<file path="src/rtl/prog_loader.sv">
// Boot-time program loader: receives a LEN / payload / CSUM byte frame, writes the
// payload into cpu_8b instruction memory and releases the CPU once the checksum matches.
module prog_loader #(
    parameter int ADDR_W = 4
) (
    input  logic              clk,
    input  logic              rst,
    input  logic              in_valid,
    input  logic [7:0]        in_data,
    output logic              in_ready,
    input  logic              clr,
    input  logic              halt,
    output logic              mem_we,
    output logic [ADDR_W-1:0] mem_waddr,
    output logic [7:0]        mem_wdata,
    output logic              cpu_rst,
    output logic              done,
    output logic              err
);
    localparam int DEPTH = 1 << ADDR_W;

    typedef enum logic [2:0] {
        WAIT_LEN = 3'd0,
        DATA     = 3'd1,
        CSUM     = 3'd2,
        RUN      = 3'd3,
        ERR      = 3'd4
    } state_t;

    state_t            state;
    state_t            state_nxt;
    logic [7:0]        count;
    logic [ADDR_W-1:0] addr;
    logic [7:0]        sum;
    logic              accept;
    logic              len_bad;
    logic              last_byte;

    assign accept    = in_valid & in_ready;
    assign len_bad   = (in_data == 8'd0) || ({24'd0, in_data} > 32'(DEPTH));
    // Compare in 32 bits so a full-depth frame never relies on the address wrapping.
    assign last_byte = (32'(addr) + 32'd1) == {24'd0, count};

    always_ff @(posedge clk or posedge rst) begin
        if (rst) state <= WAIT_LEN;
        else     state <= state_nxt;
    end

    always_comb begin
        state_nxt = state;
        case (state)
            WAIT_LEN: begin
                if (clr)         state_nxt = WAIT_LEN;
                else if (accept) state_nxt = len_bad ? ERR : DATA;
            end
            DATA: begin
                if (clr)                         state_nxt = WAIT_LEN;
                else if (accept && last_byte)    state_nxt = CSUM;
            end
            CSUM: begin
                if (clr)         state_nxt = WAIT_LEN;
                else if (accept) state_nxt = (in_data == sum) ? RUN : ERR;
            end
            RUN: begin
                if (halt) state_nxt = WAIT_LEN;
            end
            ERR: begin
                if (clr) state_nxt = WAIT_LEN;
            end
            default: state_nxt = WAIT_LEN;
        endcase
    end

    always_comb begin
        in_ready = 1'b0;
        cpu_rst  = 1'b1;
        done     = 1'b0;
        err      = 1'b0;
        case (state)
            WAIT_LEN, DATA, CSUM: in_ready = ~rst;
            RUN: begin
                cpu_rst = 1'b0;
                done    = 1'b1;
            end
            ERR:     err = 1'b1;
            default: ;
        endcase
    end

    // Write port is registered: an accepted payload byte appears on the memory bus one cycle later.
    always_ff @(posedge clk or posedge rst) begin
        if (rst) begin
            mem_we    <= 1'b0;
            mem_waddr <= '0;
            mem_wdata <= 8'd0;
            count     <= 8'd0;
            addr      <= '0;
            sum       <= 8'd0;
        end else begin
            mem_we <= 1'b0;
            if (clr && state != RUN) begin
                count <= 8'd0;
                addr  <= '0;
                sum   <= 8'd0;
            end else if (accept) begin
                case (state)
                    WAIT_LEN: begin
                        count <= in_data;
                        addr  <= '0;
                        sum   <= 8'd0;
                    end
                    DATA: begin
                        mem_we    <= 1'b1;
                        mem_waddr <= addr;
                        mem_wdata <= in_data;
                        sum       <= sum + in_data;
                        addr      <= addr + 1'b1;
                    end
                    default: ;
                endcase
            end
        end
    end
endmodule

</file>
<file path="config.mk">
export PLATFORM = sky130hd
export DESIGN_NAME = prog_loader
export DESIGN_NICKNAME = d
export VERILOG_FILES = /design/src/rtl/prog_loader.sv
export SDC_FILE = /design/constraint.sdc
export NUM_CORES = 1
export LEC_CHECK = 0
export BUFFER_PORTS_ARGS = -buffer_cell sky130_fd_sc_hd__buf_2
export CORE_ASPECT_RATIO = 1.75
export CORE_UTILIZATION = 51
export CTS_CLUSTER_DIAMETER = 100
export DETAILED_ROUTE_END_ITERATION = 10
export PLACE_DENSITY = 0.76
export SYNTH_ARGS = -nofsm -noshare
export SYNTH_HDL_FRONTEND = slang
export SYNTH_SLANG_ARGS = --single-unit
</file>
<file path="constraint.sdc">
create_clock -name clk -period 1.81 [get_ports clk]
set_clock_uncertainty 0.1 [all_clocks]
set_input_delay 0.0905 -clock clk [delete_from_list [all_inputs] [get_ports clk]]
set_output_delay 0.0905 -clock clk [all_outputs]
set_load 0.02 [all_outputs]
</file>
Word-level counts from Yosys, hierarchy flattened
Index checks and enable logic that the tools add are counted.
{"block": "word_totals", "register_bits": 36, "output_inout_bits": 17}
{"block": "op_classes", "bitwise_logic": 3, "mux": 27, "n_reduce_logical": 13, "add_sub_neg": 3, "n_eq_ne": 12, "magnitude_cmp": 1}
{"op": "2-to-1 mux 8 bit", "count": 5}
{"op": "2-to-1 mux 3 bit", "count": 10}
{"op": "case mux 8 bit (2 select lines)", "count": 1}
{"op": "case mux 3 bit (5 select lines)", "count": 1}
{"op": "inequality test 3 bit (second input constant)", "count": 3}
{"op": "adder 8 bit", "count": 1}
{"op": "equality test 5 x 8 -> 1 bit", "count": 1}
{"op": "equality test 8 bit", "count": 1}
{"op": "greater-than comparator 8 x 5 -> 1 bit (second input constant)", "count": 1}
{"op": "logical NOT 8 bit", "count": 1}
{"op": "2-to-1 mux 4 bit", "count": 2}
{"op": "case mux 4 bit (2 select lines)", "count": 1}
{"op": "2-to-1 mux 1 bit", "count": 7}
{"op": "equality test 3 x 2 -> 1 bit (second input constant)", "count": 2}
{"op": "adder 4 x 1 -> 5 bit (second input constant)", "count": 1}
{"op": "AND reduction 5 bit", "count": 1}
{"op": "adder 4 x 1 -> 4 bit (second input constant)", "count": 1}
{"op": "inequality test 2 bit (second input constant)", "count": 2}
{"op": "AND reduction 2 bit", "count": 2}
{"op": "nonzero test 2 bit", "count": 2}
{"op": "equality test 3 x 1 -> 1 bit (second input constant)", "count": 1}
{"op": "equality test 3 bit (second input constant)", "count": 1}
{"op": "logical NOT 3 bit", "count": 1}
{"op": "inequality test 3 x 2 -> 1 bit (second input constant)", "count": 1}
{"op": "7 further kinds", "count": 9}

Longest topological paths before layout
Gate-level depths: netlist of the first run.
{"block": "logic_depth", "ltp_word": 8, "depth_mapped": 9, "mapped_depth_nobuf": 7}

Worst setup path after synthesis of the first run
OpenSTA, ideal clock, no wires.
{"block": "synth_path", "kind": "flip-flop to flip-flop", "start": "reg sum[4]", "end": "reg sum[7]", "required_time_ns": 1.582, "period_less_slack_ns": 1.910, "path_buffers": 0, "path_stages_with_launch": 8, "t_arrival_ns": 1.682, "path_slack_ns": -0.100, "cell_sequence": "dfrtp_1 -> ha_1 -> or4_1 -> o21ai_0 -> a21oi_1 -> xnor2_1 -> a21oi_1 -> o22ai_1"}
{"block": "synth_between", "elab_chain_cells": 4}
{"element": "from (decl)", "line": "34", "rtl": "logic [7:0] sum;"}
{"element": "from (signal assigned)", "line": "116", "rtl": "sum <= sum + in_data;"}
{"element": "adder 8 bit", "line": "116"}
{"element": "case mux 8 bit (2 select lines)", "line": "106", "rtl": "case (state)"}
{"element": "2-to-1 mux 8 bit", "line": "105", "rtl": "end else if (accept) begin"}
{"element": "2-to-1 mux 8 bit", "line": "101", "rtl": "if (clr && state != RUN) begin"}
Every way passes these cells. The select of a mux whose other input is x is not followed.
A chain may end at the register's enable or synchronous reset.

Worst setup path after layout of the first run
{"block": "layout_path", "start": "reg sum[4]", "end": "reg state[1]"}
{"block": "layout_between", "elab_chain_cells": 5}
{"element": "equality test 8 bit", "line": "62", "rtl": "else if (accept) state_nxt = (in_data == sum) ? RUN : ERR;"}
{"element": "2-to-1 mux 3 bit (2 in a row)", "line": "62"}
{"element": "2-to-1 mux 3 bit", "line": "61", "rtl": "if (clr) state_nxt = WAIT_LEN;"}
{"element": "case mux 3 bit (5 select lines)", "line": "51", "rtl": "case (state)"}
{"element": "to (signal assigned)", "line": "46", "rtl": "else state <= state_nxt;"}
{"element": "to (decl)", "line": "30", "rtl": "state_t state;"}
Every way passes these cells. The select of a mux whose other input is x is not followed.

==> results of run 1 <==
-- state kept, by name, indices dropped and copies added (netlist names) --
name	flops
addr	4
state	3
mem_wdata	8
sum	8
mem_we	1
mem_waddr	4
count	8
-- metrics by stage --
step	TNS [ns]	instance area, um^2
3_3_place_gp	-0.122	2350
2_1_floorplan	-0.00451	2000
5_1_grt	-0.744	2680
4_1_cts	-0.234	2510
6_report	-0.315	2680
3_5_place_dp	-0.267	2350
-- final cells by class --
cell class,instances,area share [%]
Clock inverter,2,1.31
Timing Repair Buffer,69,17.4
Tap cell,46,2.15
Inverter,4,0.560
Clock buffer,6,2.71
Sequential cell,36,33.6
Multi-Input combinational cell,160,42.2
-- cell usage in the layout, fill, tap and decap left out, drive strengths merged, types with 2 or more instances in the layout --
| cell type | instances |
|---|---|
| nand3b | 3 |
| clkinv | 2 |
| inv | 3 |
| a21oi | 10 |
| nor4 | 3 |
| nand2 | 50 |
| xnor2 | 8 |
| nor4b | 2 |
| nor2b | 3 |
| and2 | 2 |
| nor3b | 4 |
| a22oi | 2 |
| dfrtp | 36 |
| ha | 8 |
| mux2i | 10 |
| nor2 | 18 |
| a22o | 3 |
| o21ai | 13 |
| dlygate4sd3 | 4 |
| xor2 | 6 |
| clkbuf | 6 |
| buf | 65 |
-- per-layer routing --
layer,global-route usage [%],share of wire [%],up-vias
met4,14.2,3.3,0
met2,44.3,55,39
met3,2.90,2.0,14
met1,29.4,40,871
li1,-,-,845
met5,0,0,-
-- cell families (layout without fill, tap and decap cells) --
kind of cell | Yosys count | in the layout | synth area share [%]
AOI/OAI and AO/OA | 34 | 34 | 11.4
muxes | 10 | 10 | 5.05
and+or+nand+nor | 93 | 93 | 22.0
adders and majority gates | 9 | 9 | 6.06
DFF | 36 | 36 | 45.4
xor gates and xnor gates | 14 | 14 | 6.18
buffers and inverters | 12 | 81 | 3.91
-- how the worst max path moves through the flow --
| stage | from | to | slack [ns] | depth (start not counted) |
|---|---|---|---|---|
| 2_1_floorplan | sum[4] | sum[7] | -0.005 | 7 |
| 3_5_place_dp | sum[4] | sum[7] | -0.11 | 7 |
| 3_3_place_gp | sum[4] | sum[7] | -0.05 | 7 |
| 6_report | sum[4] | state[1] | -0.12 | 8 |
| 5_1_grt | sum[4] | sum[7] | -0.18 | 7 |
| 4_1_cts | sum[4] | sum[7] | -0.12 | 7 |
-- power by group through the flow --
stage | Combinational [mW] | Sequential, mW | Clock, mW
floorplan | 0.137 | 0.878 | 0
global placement | 0.246 | 0.865 | 0
detailed placement | 0.249 | 0.866 | 0
CTS | 0.258 | 0.850 | 0.709
global route | 0.313 | 0.853 | 0.741
finish | 0.289 | 0.851 | 0.700
-- worst max-delay path: stages, from the launching register on --
cell and delay [ns]:
dfrtp_1 0.42, ha_4 0.24, buf_4 0.14, nor4_4 0.26, and3_4 0.23, a21oi_2 0.04
o32ai_2 0.28, a21oi_1 0.07, nor2_1 0.10
-- repair_timing --
item,CTS,global route
endpoints found under the setup margin,5,20
endpoints found under the hold margin,39,0
gates resized for setup,2,19
hold buffers,4,0
pin swaps,10,18
setup buffers,1,7
==> results.cfg, run 1 <==
[min_path]
hold_path_class = input pin to flop
hold_path_end = count[6]
hold_start = in_data[6]
min_path_cells = 3

[grt]
grt-ovfl-total = 0
grt_pass1_wl_um = 7980
grt_usage_pct = 25.4
grt_max_degree = 37
grt_pass1_vias = 1707
antenna_found_initial = 0

[synthesis]
synth_enable_flop_cells = 0
synth_fp_nets = 230
synth_top_area_share_pct = 45.4
synth_seq_area_share_pct = 45.4
ys_types = 39
yosysTopAreaCell = dfrtp_1
avgSynthCellArea_um2 = 9.53
ys_warn_count = 0
synth_top_flop_cell = dfrtp_1
synth_seq_cells = 36
synthArstFlopShare_pct = 100
yosys-top-cells-area = dfrtp_1 (45%), nand2_1 (9.5%), ha_1 (5.0%), mux2i_1 (5.0%), xnor2_1 (3.5%)
syn_area_um2 = 1980
synth_cells = 208
synth_commonest_cells = nand2_1 (50), dfrtp_1 (36), nor2_1 (17)
yosysMostFrequentCell = nand2_1

[critical_path]
r2r_start = sum[4]
cp.required_ns = 1.94
critPathKind = flop to flop
end_kind = flop
rrSetupSlack_ns = -0.12
startpoint_type = flop
crit_arrival_ns = 2.06
crit_fanout = 3
r2r_end = state[1]
reg2reg_depth = 8

[place]
portBuffers = 29
pre_cts_ws_ns = -0.106
post-place-cells = 303
place_congestion = 0.923
hpwl_um = 3460

[cells_and_area]
diodes = 0
syn2layout_area_growth_pct = 35.3
finish.net_count = 298
drive_gt1_share_pct = 34.7
regArea_um2 = 902
multiInputGateArea_um2 = 1130
instances_no_fill = 323
fillCellCount = 274
post-route-util_pct = 73.2

[floorplan]
core-area_um2 = 3660
die_area_um2 = 4150
std_cell_rows = 29
die_x_um = 49.1
die_height_um = 84.5
start_util_pct = 54.1
io_pins = 30

[drt]
finalWirelength_um = 5100
firstDrtPassIters = 4
postRouteAntennaNets = 0
drc_errors = 0
vias = 1769
wl_per_cell_um = 15.8
post_drt_via_cell_ratio = 5.48
drtIter0Drc = 61

[outcome]
status = finished, violations left
violations = setup timing

[clock_tree]
cts-root-buf = clkbuf_8
cts_num_sinks = 36
clk_pin_slew_ns = 0.07
cts_buffers = 5
cts_tree = built
htree_num_levels = 2
worst_skew_pair.late_latency_ns = 0.29
cts_buffer_depth = 2

[power_and_ir_drop]
p_leak_nw = 1.39
vdd_drop_max_uv = 848
switching_share_pct = 25.5
p_per_area_nw_per_um2 = 686
total_power_mw = 1.84
combPwrFrac_pct = 15.7
clock_power_share_pct = 38.0
p_int_mw = 1.37
power.switching_mw = 0.469
p_seq_share_pct = 46.2

[timing]
setup_slack_ns = -0.120
rsz0062_at_grt = yes
min_period_ns = 1.93
fmax_mhz = 518
worstMarginPinSlew_ns = 0.461
hold_viol = 0
setup_viol = 5
slew_headroom_pct = 69.3
whs_ns = 0.0118
finalCritPeriodShare_pct = 107
slew_viol_final = 0

[job]
maxCapViolations = 0
Power figures use the tool's default switching activity.
==> run 2: changes to the inputs <==
--- a/config.mk
+++ b/config.mk
@@ -11,6 +11,7 @@
 export CTS_CLUSTER_DIAMETER = 100
 export DETAILED_ROUTE_END_ITERATION = 10
 export PLACE_DENSITY = 0.76
+export RECOVER_POWER = 100
 export SYNTH_ARGS = -nofsm -noshare
 export SYNTH_HDL_FRONTEND = slang
 export SYNTH_SLANG_ARGS = --single-unit
==> results.cfg, run 2 (synthesis results as in run 1) <==
[cells_and_area]
diodes = 0
largestRegisters = count (8), mem_wdata (8), sum (8)
syn2layout_area_growth_pct = 33.4
final_common_cell = nand2_1
regArea_um2 = 902
fillCellCount = 290
drive_gt1_share_pct = 27.8
finish.net_count = 298
layout_common_cells = nand2_1 (50), dfrtp_1 (35), buf_4 (30)
multiInputGateArea_um2 = 1130
design_area_um2 = 2650
post-route-util_pct = 72.2

[grt]
grt_pass1_wl_um = 7980
grt-ovfl-total = 0
antenna_found_initial = 0
grt_pass1_vias = 1707
grt_usage_pct = 25.4
grt_max_degree = 37

[critical_path]
end_kind = flop
r2r_start = sum[4]
cp.required_ns = 1.94
critPathKind = flop to flop
cp_cell_sequence = ha_4 -> buf_4 -> nor4_4 -> and3_4 -> a21oi_2 -> o32ai_2 -> a21oi_1 -> nor2_1
critPathBufInv = 1
reg2reg_depth = 8
rrSetupSlack_ns = -0.12
startpoint_type = flop
slowest_stage = dfrtp_1
endpoint = state[1]
critPathMaxStageDelay_ns = 0.42
path_depth = 8
r2r_end = state[1]
crit_path_start = sum[4]
crit_arrival_ns = 2.06
cp_top_family = simple AND/OR/NAND/NOR gates
crit_fanout = 3

[job]
maxCapViolations = 0

[clock_tree]
cts_buffers = 5
htree_num_levels = 2
clk_pin_slew_ns = 0.08
cts_tree = built
cts_num_sinks = 36
worst_skew_pair.late_latency_ns = 0.29
cts_buffer_depth = 2
cts-root-buf = clkbuf_8

[power_and_ir_drop]
p_per_area_nw_per_um2 = 694
vdd_drop_max_uv = 848
p_leak_nw = 1.31
total_power_mw = 1.84

[timing]
finalCritPeriodShare_pct = 106
setup_slack_ns = -0.116
setup_viol = 5
slew_viol_final = 0
whs_ns = 0.00562
slew_headroom_pct = 39.6
fmax_mhz = 519
rsz0062_at_grt = yes
worstMarginPinSlew_ns = 0.906
hold_viol = 0
min_period_ns = 1.93

[min_path]
hold_path_class = input pin to flop
hold_start = in_data[6]

[floorplan]
io_pins = 30
die_x_um = 49.1
core-area_um2 = 3660
std_cell_rows = 29
start_util_pct = 54.1
die_area_um2 = 4150
die_height_um = 84.5

[drt]
finalWirelength_um = 5130
drtIter0Drc = 54
drc_errors = 0
post_drt_via_cell_ratio = 5.54
postRouteAntennaNets = 0
firstDrtPassIters = 4
wl_per_cell_um = 15.9
vias = 1789

[place]
portBuffers = 29
pre_cts_ws_ns = -0.106
place_congestion = 0.923
hpwl_um = 3460
place_area_um2 = 2350

[outcome]
status = finished, violations left
violations = setup timing
==> run 2: worst min-delay path by stage <==
stage,endpoint,cells after the start
after detailed placement,state[2],3
after global placement,state[2],3
after floorplan,mem_wdata[0],2
final,count[6],3
after global routing,count[6],3
after CTS,count[5],3
==> run 2: metrics by stage <==
step	setup TNS [ns]	cells
floorplan	-0.00451	208
CTS	-0.234	316
detailed placement	-0.267	303
global placement	-0.122	303
global route	-1.89	323
finish	-0.328	323
==> run 2: repair_timing <==
| action | in CTS | in global routing |
|---|---|---|
| setup buffers | 1 | 7 |
| endpoints found under the setup margin | 5 | 20 |
| gates cloned | 0 | 0 |
| pin swaps | 10 | 18 |
| resized for setup | 2 | 19 |
| endpoints found under the hold margin | 39 | 0 |
| hold buffers | 4 | 0 |
==> run 2: worst register-to-register path: stages (launching register included) <==
cell and delay [ns]:
dfrtp_1 0.42, ha_4 0.24, buf_4 0.14, nor4_4 0.26, and3_4 0.23, a21oi_2 0.04, o32ai_2 0.28, a21oi_1 0.07
nor2_1 0.10
==> run 2: final cells by class <==
type                            count  share of cell area (%)
Clock buffer                        6                    2.74
Clock inverter                      2                    1.32
Inverter                            4                   0.567
Multi-Input combinational cell    160                    42.8
Sequential cell                    36                    34.1
Tap cell                           46                    2.17
Timing Repair Buffer               69                    16.3
==> run 2: layer usage <==
| layer | vias to the layer above | part of all wire [%] | GRT usage [%] |
|---|---|---|---|
| met1 | 881 | 39 | 29.4 |
| met3 | 14 | 2.7 | 2.90 |
| met5 | - | 0 | 0 |
| met2 | 49 | 55 | 44.3 |
| li1 | 845 | - | - |
| met4 | 0 | 3.3 | 14.2 |
==> run 2: power breakdown <==
| part | internal [mW] | switching (mW) |
|---|---|---|
| clock network | 0.409 | 0.293 |
| registers | 0.830 | 0.0214 |
| logic | 0.125 | 0.158 |
| total | 1.36 | 0.472 |
==> run 3: changes to the inputs <==
--- a/config.mk
+++ b/config.mk
@@ -10,6 +10,7 @@
 export CORE_UTILIZATION = 51
 export CTS_CLUSTER_DIAMETER = 100
 export DETAILED_ROUTE_END_ITERATION = 10
+export HOLD_SLACK_MARGIN = 0.12
 export PLACE_DENSITY = 0.76
 export RECOVER_POWER = 100
 export SYNTH_ARGS = -nofsm -noshare
==> results.cfg, run 3 (synthesis results as in run 1) <==
[timing]
worstMarginPinSlew_ns = 0.908
slew_headroom_pct = 39.5
hold_viol = 0
finalCritPeriodShare_pct = 106
setup_viol = 6
rsz0062_at_grt = yes
whs_ns = 0.112
slew_viol_final = 0
min_period_ns = 1.91
totalNegativeSetupSlack_ns = -0.360
setup_slack_ns = -0.0996
fmax_mhz = 524

[critical_path]
crit_arrival_ns = 2.05
critPathKind = flop to flop
critPathMaxStageDelay_ns = 0.42
cp_cell_sequence = ha_4 -> buf_4 -> nor4_2 -> and3_1 -> a21oi_1 -> nor3_1 -> mux2i_1 -> nor2_1
slowest_stage = dfrtp_1
r2r_end = state[0]
crit_fanout = 3
reg2reg_depth = 8
cp.required_ns = 1.95
r2r_start = sum[4]
cp_top_family = simple AND/OR/NAND/NOR gates
rrSetupSlack_ns = -0.1
startpoint_type = flop
critPathBufInv = 1
end_kind = flop

[cells_and_area]
finish.net_count = 307
largestRegisters = count (8), mem_wdata (8), sum (8)
diodes = 0
final_common_cell = nand2_1
fillCellCount = 280
layout_common_cells = nand2_1 (50), dfrtp_1 (36), buf_4 (31)
syn2layout_area_growth_pct = 36.5
post-route-util_pct = 73.9
drive_gt1_share_pct = 26.6

[clock_tree]
cts_buffer_depth = 2
worst_skew_pair.late_latency_ns = 0.30
cts_buffers = 5
cts_num_sinks = 36
htree_num_levels = 2
cts-root-buf = clkbuf_8
cts_tree = built
clk_pin_slew_ns = 0.07

[drt]
finalWirelength_um = 5580
firstDrtPassIters = 4
post_drt_via_cell_ratio = 5.51
drc_errors = 0
drtIter0Drc = 66
vias = 1828
wl_per_cell_um = 16.8
postRouteAntennaNets = 0

[min_path]
hold_path_end = sum[0]
hold_path_class = input pin to flop
hold_start = in_data[0]
min_path_cells = 3

[grt]
met2_usage_pct = 48.7
grt-ovfl-total = 0
grt_max_degree = 37
use_met3_pct = 3.62
grt_pass1_vias = 1823
antenna_found_initial = 0
grt_pass1_wl_um = 8470
grtUsageMet1_pct = 29.4
top_usage_layer = met2
grt_usage_pct = 27.3

[floorplan]
die_height_um = 84.5
die_area_um2 = 4150
io_pins = 30
std_cell_rows = 29
start_util_pct = 54.1
core-area_um2 = 3660
die_x_um = 49.1

[outcome]
violations = setup timing
status = finished, violations left

[place]
place_congestion = 0.923
portBuffers = 29
pre_cts_ws_ns = -0.106
hpwl_um = 3460

[power_and_ir_drop]
p_leak_nw = 1.36
vdd_drop_max_uv = 887
p_per_area_nw_per_um2 = 684
total_power_mw = 1.85

[job]
maxCapViolations = 0
run 3: cell types whose count changed in the layout (fill, tap and decap cells not counted), moves of 2 or more:
cell	change
dlygate4sd3_1	+8
clkbuf_1	-2
a21oi_2	-2
clkbuf_2	+2
a21oi_1	+2
run 3: timing repair:
| action | 4_1_cts | 5_1_grt |
|---|---|---|
| gates resized for setup | 2 | 14 |
| setup buffers | 1 | 8 |
| hold buffers | 12 | 0 |
| pin swaps | 10 | 14 |
| endpoints found under the setup margin | 5 | 20 |
| hold endpoints to repair | 54 | 0 |
run 3: worst max path at each step:
stage / start / to / slack, ns / depth (start not counted)
6_report: sum[4] / state[0] / -0.1 / 8
4_1_cts: sum[4] / sum[7] / -0.12 / 7
3_3_place_gp: sum[4] / sum[7] / -0.05 / 7
3_5_place_dp: sum[4] / sum[7] / -0.11 / 7
5_1_grt: sum[1] / state[0] / -0.19 / 7
2_1_floorplan: sum[4] / sum[7] / -0.005 / 7
run 3: through the flow:
stage	instances	area [um^2]
CTS	324	2590
finish	332	2710
detailed placement	303	2350
global route	332	2710
global placement	303	2350
floorplan	208	2000
run 3: per-layer routing:
| metal | wire, um | vias up |
|---|---|---|
| li1 | - | 865 |
| met1 | 2120 | 903 |
| met2 | 3150 | 42 |
| met3 | 130 | 18 |
| met4 | 178 | 0 |
| met5 | 0 | - |
run 3: worst reg2reg max path: cells and delay by family, from the launching register on:
family | cells | cell delay [ns]
simple gates | 4 | 0.79
flops | 1 | 0.42
fa+ha+maj | 1 | 0.24
buf+inv | 1 | 0.13
mux | 1 | 0.10
compound gates | 1 | 0.07
run 3: where the power goes:
| part | internal (mW) | leakage (nW) | switching (mW) |
|---|---|---|---|
| clock | 0.409 | 0.0552 | 0.296 |
| combinational | 0.135 | 0.804 | 0.161 |
| sequential | 0.830 | 0.498 | 0.0221 |
run 3: layout make-up:
| cell class | count | area, um^2 | area share (%) |
|---|---|---|---|
| multi-input cells | 160 | 1100 | 40.8 |
| flip-flops and latches | 36 | 901 | 33.3 |
| repair buffers | 78 | 522 | 19.3 |
| clock buffers | 6 | 72.6 | 2.68 |
| well taps | 46 | 57.6 | 2.13 |
| clock inverters | 2 | 35.0 | 1.29 |
| inverters | 4 | 15.0 | 0.555 |
